**config.mk**
```make
export PLATFORM = sky130hd
export DESIGN_NAME = clk_div_flat
export DESIGN_NICKNAME = d
export VERILOG_FILES = /design/src/rtl/clk_div_pkg.sv /design/src/rtl/clk_div_if.sv /design/src/rtl/clk_div_counter.sv /design/src/rtl/clk_div.sv /design/src/flat_wrapper.sv
export SDC_FILE = /design/constraint.sdc
export NUM_CORES = 1
export LEC_CHECK = 0
export ABC_CLOCK_PERIOD_IN_PS = 1900
export CELL_PAD_IN_SITES_DETAIL_PLACEMENT = 1
export CELL_PAD_IN_SITES_GLOBAL_PLACEMENT = 1
export CORE_UTILIZATION = 36
export DETAILED_ROUTE_END_ITERATION = 8
export PLACE_DENSITY = 0.73
export SLEW_MARGIN = 20
export SYNTH_ARGS = -nofsm -noshare
export SYNTH_HDL_FRONTEND = slang
export SYNTH_SLANG_ARGS = --single-unit
```
**constraint.sdc**
```tcl
create_clock -name i_ref_clk -period 1.9 [get_ports i_ref_clk]
set_clock_uncertainty 0.1 [all_clocks]
set_input_delay 0.19 -clock i_ref_clk [delete_from_list [all_inputs] [get_ports i_ref_clk]]
set_output_delay 0.19 -clock i_ref_clk [all_outputs]
set_load 0.01 [all_outputs]
```
**src/rtl/clk_div_pkg.sv**
```systemverilog
// Shared constants and helpers for the integer clock divider.
package clk_div_pkg;
    localparam int RATIO_WIDTH_DEF = 3;
    localparam int LEN_W = 16;

    // Low-phase length for ratio n: the low phase takes the extra cycle on odd ratios.
    function automatic logic [LEN_W-1:0] low_len(input logic [LEN_W-1:0] n);
        return (n + LEN_W'(1)) >> 1;
    endfunction
endpackage

```
**src/rtl/clk_div_if.sv**
```systemverilog
// Control and output bundle of the clock divider, plus counter observation signals.
interface clk_div_if
    import clk_div_pkg::*;
#(
    parameter int RATIO_WIDTH = RATIO_WIDTH_DEF
);
    logic                   i_clk_en;
    logic [RATIO_WIDTH-1:0] i_div_ratio;
    logic                   o_div_clk;
    logic [RATIO_WIDTH-1:0] dbg_cnt;
    logic                   dbg_wrap;

    // No handshake: i_clk_en / i_div_ratio are level controls sampled every ref edge;
    // o_div_clk is continuous. dbg_* mirror the period counter for checkers.
    modport master (
        output i_clk_en, i_div_ratio,
        input  o_div_clk, dbg_cnt, dbg_wrap
    );
    modport slave (
        input  i_clk_en, i_div_ratio,
        output o_div_clk, dbg_cnt, dbg_wrap
    );
endinterface

```
**src/rtl/clk_div_counter.sv**
```systemverilog
// Period counter and ratio latch; the ratio only reloads at a period boundary while running.
module clk_div_counter
    import clk_div_pkg::*;
#(
    parameter int RATIO_WIDTH = RATIO_WIDTH_DEF
) (
    input  logic                   clk,
    input  logic                   rst,
    input  logic                   clk_en,
    input  logic [RATIO_WIDTH-1:0] div_ratio,
    output logic [RATIO_WIDTH-1:0] cnt,
    output logic [RATIO_WIDTH-1:0] ratio_q,
    output logic                   wrap
);
    logic [RATIO_WIDTH:0] cnt_x;
    logic [RATIO_WIDTH:0] ratio_x;
    logic                 ratio_ok;
    logic                 run;

    // One extra bit so the all-ones ratio compares without overflow.
    assign cnt_x    = {1'b0, cnt};
    assign ratio_x  = {1'b0, ratio_q};
    assign ratio_ok = ratio_x >= (RATIO_WIDTH+1)'(2);
    assign wrap     = run & clk_en & ratio_ok & (cnt_x == ratio_x - (RATIO_WIDTH+1)'(1));

    always_ff @(posedge clk) begin
        if (rst) begin
            cnt     <= '0;
            ratio_q <= '0;
            run     <= 1'b0;
        end else if (!clk_en || !ratio_ok) begin
            cnt     <= '0;
            ratio_q <= div_ratio;
            run     <= 1'b0;
        end else begin
            run <= 1'b1;
            if (wrap) begin
                cnt     <= '0;
                ratio_q <= div_ratio;
            end else begin
                cnt <= cnt + RATIO_WIDTH'(1);
            end
        end
    end
endmodule

```
**src/rtl/clk_div.sv**
```systemverilog
// Programmable integer clock divider (ratio 2..2^W-1) with reference-clock bypass.
module clk_div
    import clk_div_pkg::*;
#(
    parameter int RATIO_WIDTH = RATIO_WIDTH_DEF
) (
    input  logic     i_ref_clk,
    input  logic     i_rst,
    clk_div_if.slave bus
);
    logic [RATIO_WIDTH-1:0] cnt;
    logic [RATIO_WIDTH-1:0] ratio_q;
    logic                   wrap;
    logic                   div_q;
    logic                   active;
    logic [RATIO_WIDTH:0]   lo_len;

    clk_div_counter #(.RATIO_WIDTH(RATIO_WIDTH)) u_counter (
        .clk       (i_ref_clk),
        .rst       (i_rst),
        .clk_en    (bus.i_clk_en),
        .div_ratio (bus.i_div_ratio),
        .cnt       (cnt),
        .ratio_q   (ratio_q),
        .wrap      (wrap)
    );

    assign lo_len = (RATIO_WIDTH+1)'(low_len(LEN_W'(ratio_q)));
    assign active = bus.i_clk_en & ({1'b0, ratio_q} >= (RATIO_WIDTH+1)'(2));

    // Count value 0 opens every period low; reaching the low-phase length turns it high.
    always_ff @(posedge i_ref_clk) begin
        if (i_rst || !active) begin
            div_q <= 1'b0;
        end else if (cnt == '0) begin
            div_q <= 1'b0;
        end else if ({1'b0, cnt} == lo_len) begin
            div_q <= 1'b1;
        end
    end

    assign bus.o_div_clk = active ? div_q : i_ref_clk;
    assign bus.dbg_cnt   = cnt;
    assign bus.dbg_wrap  = wrap;
endmodule

```
**src/flat_wrapper.sv**
```systemverilog
// flat-port wrapper written by rule: the top's interface ports become plain ports
module clk_div_flat import clk_div_pkg::*;
#(
    parameter int RATIO_WIDTH = RATIO_WIDTH_DEF
)
  (i_ref_clk, i_rst, bus_i_clk_en, bus_i_div_ratio, bus_o_div_clk, bus_dbg_cnt, bus_dbg_wrap);
  clk_div_if #(.RATIO_WIDTH(RATIO_WIDTH)) bus_i ();
  input  logic i_ref_clk;
  input  logic i_rst;
  input wire logic [$bits(bus_i.i_clk_en)-1:0] bus_i_clk_en;
  input wire logic [$bits(bus_i.i_div_ratio)-1:0] bus_i_div_ratio;
  output wire logic [$bits(bus_i.o_div_clk)-1:0] bus_o_div_clk;
  output wire logic [$bits(bus_i.dbg_cnt)-1:0] bus_dbg_cnt;
  output wire logic [$bits(bus_i.dbg_wrap)-1:0] bus_dbg_wrap;
  assign bus_i.i_clk_en = bus_i_clk_en;
  assign bus_i.i_div_ratio = bus_i_div_ratio;
  assign bus_o_div_clk = bus_i.o_div_clk;
  assign bus_dbg_cnt = bus_i.dbg_cnt;
  assign bus_dbg_wrap = bus_i.dbg_wrap;
  clk_div #(.RATIO_WIDTH(RATIO_WIDTH)) u_core (.i_ref_clk(i_ref_clk), .i_rst(i_rst), .bus(bus_i));
endmodule
```
==> impl_results.md <==
* Status: finished, violations left
* Violated checks: negative setup slack
* Mapped Nets at 58
* Antenna violations before repair at 0
* Slew Viols, Final at 0
* Buf+Inv Stages, Crit Path at 2
* Final setup vio count at 1
* #FFs+latches synth at 8
* Register area share after synthesis at 0.319
* Drt pass-1 iters at 3
* R2R Path Start: u_core.u_counter.ratio_q[0]$_SDFFE_PP0P_
* Die Wd at 39.3 µm
* CP startpoint: u_core.u_counter.ratio_q[1]$_SDFFE_PP0P_
* Worst reg2reg path depth at 7
* Drt wl/cell at 14.5 µm
* Hold depth at 3
* Pre-CTS setup slack at -0.181 ns
* R2R setup slack at 0.18 ns
* Crit share post-route at 1.02
* Worst setup path category: reg -> out
* Routed Antenna Nets at 0
* Fin crit period at 1.95 ns
* Starting density of the core at 0.386
* Total of max-cap violations at 0
* Port bufs at 10
* Yosys warns at 0
* Clock Latency Late Sink at 0.36 ns
* Hold_sp: bus_i_div_ratio[0]
* Critical path's top delay family: simple AND/OR/NAND/NOR gates
* Dpl hpwl at 961 µm
* Cell Count, Final, Fillers Out at 94
* DR vias at 458
* Worst setup margin at -0.0466 ns
* Post-Synthesis Cells at 48
* Number of diodes at 0
* DR iter-0 viols at 3
* Cts hold-fix bufs at 0
* FILL cells at 147
* Commonest non-fill, non-tap cell in the layout: buf_4
* Routability Congestion at 0.742
* Unrepaired setup endpoints after global routing: yes
* Power Total at 571 µW
* Cell Area, Synth at 502 µm²
* Worst rel slew slack at 0.799
* Most frequent cells in the layout: 15 x buf_4, 8 x clkdlybuf4s50_1, 6 x clkbuf_4, 6 x dfxtp_1, 5 x nand2b_1
* P&R area growth vs syn at 58.1%
* Worst-Margin Slew at 0.300 ns
* CTS clk-pin slew, worst paths at 0.06 ns
* Layout cells sized above 1 at 0.443
* GRT Overall Usage at 0.216
* Vias per std cell at 4.87
* Layout Utilization at 0.610
* Critical Path Start Type: flip-flop
* Rows at 13
* Largest net degree at the start of global routing at 9
* CP max-delay cell: dfxtp_2
* Core footprint at 0.00130 mm²
* Drt total wl at 1370 µm
* WP depth at 7
* Pleak at 0.366 nW
* Total gr overflow at 0
* Fin Hold WS at 0.297 ns
* Synth unique cells at 21
* Maximum VDD drop at 0.638 mV
* Critical Path, Cell by Cell: inv_2 > ha_4 > xor2_2 > and3_4 > nand2_2 > nor2_1 > buf_2
* # IOs at 11
* Crit. End Element: output pin
* First-pass GRT wire length at 2040 µm
* Final hold vios at 0
* Die area at 0.00155 mm²
* Mean Syn Cell Area at 10.5 µm²
* Layout Nets at 91
* Cell total after placement at 84
* WP data required at 1.61 ns
* Worst Hold Class: in -> reg
* Vias in the first global route at 481
* CP Max Fanout at 2
* WP data arrival at 1.66 ns
* Die height at 39.3 µm
* Power per standard cell area at 720 mW/mm²
* Max incr delay on CP at 0.34 ns
* Max Clk Rate at 514 MHz
* CTS tree: done
* DRC Markers at 0
==> final timing paths <==
check	to
setup / recovery	bus_dbg_wrap
hold / removal	u_core.u_counter.ratio_q[0]$_SDFFE_PP0P_
setup reg to reg	u_core.u_counter.ratio_q[1]$_SDFFE_PP0P_
hold reg to reg	u_core.u_counter.cnt[0]$_SDFF_PP0_
==> sequential cells by signal, summed over array words and instances, names as in the netlist <==
| signal | cells |
|---|---|
| u_core.u_counter.cnt | 3 |
| u_core.u_counter.ratio_q | 3 |
| u_core.div_q | 1 |
| u_core.u_counter.run | 1 |
==> cells in the mapped netlist <==
| cell type | count | share of area |
|---|---|---|
| a2111oi_4 | 1 | 0.055 |
| a211oi_1 | 1 | 0.015 |
| a21oi_4 | 1 | 0.032 |
| and3_1 | 2 | 0.025 |
| and3_4 | 1 | 0.022 |
| dfxtp_1 | 8 | 0.32 |
| ha_1 | 4 | 0.10 |
| inv_1 | 4 | 0.030 |
| mux2_2 | 1 | 0.022 |
| mux2i_1 | 4 | 0.080 |
| nand2_1 | 1 | 0.0075 |
| nand2b_1 | 5 | 0.062 |
| nand3_1 | 1 | 0.010 |
| nor2_1 | 4 | 0.030 |
| o21ai_0 | 1 | 0.010 |
| o21ai_1 | 1 | 0.010 |
| o221a_2 | 1 | 0.022 |
| or2b_1 | 1 | 0.015 |
| xnor2_1 | 2 | 0.035 |
| xnor3_1 | 1 | 0.045 |
| xor2_1 | 3 | 0.052 |
==> power by group <==
| part | internal (mW) | switching, mW |
|---|---|---|
| Sequential | 0.176 | 0.00686 |
| Combinational | 0.0702 | 0.0508 |
| Clock | 0.167 | 0.0999 |
==> repair_timing <==
| action | in CTS | in global routing |
|---|---|---|
| resized for setup | 14 | 1 |
| setup endpoints to repair | 2 | 1 |
| buffers inserted | 2 | 2 |
| hold endpoints to repair | 0 | 0 |
| pin swaps | 4 | 3 |
==> through the flow <==
step / area (µm²) / setup TNS, ns
floorplan: 502 / 0
global placement: 703 / -0.184
CTS: 771 / -0.0679
global route: 793 / -0.138
detailed placement: 703 / -0.227
finish: 793 / -0.0466
==> logic make-up after synthesis <==
kind of cell    Yosys count  synth area share
flops                     8             0.319
simple gates             15             0.172
fa+ha+maj                 4            0.0998
xor+xnor                  6             0.132
compound gates            6             0.145
buf+inv                   4            0.0299
mux                       5             0.102
==> cell type report <==
class                           instances  area [µm²]  share of cell area
Multi-Input combinational cell         36         349               0.440
Timing Repair Buffer                   24         198               0.249
Inverter                                4        15.0              0.0189
Sequential cell                         8         163               0.205
Tap cell                               15        18.8              0.0237
Clock buffer                            7        50.0              0.0631
==> worst min-delay path, cell delays in order <==
cell and delay (ns):
clkdlybuf4s50_1 0.40, nand2b_1 0.07, mux2i_1 0.06
==> per-layer routing <==
layer	share of wire	track usage	routed length, µm
met5	0	0	0
met4	0.012	0.0948	16
met3	0.037	0.0909	50
met2	0.53	0.354	726
met1	0.42	0.241	571
Note: power is estimated with default switching activity, not from simulation.
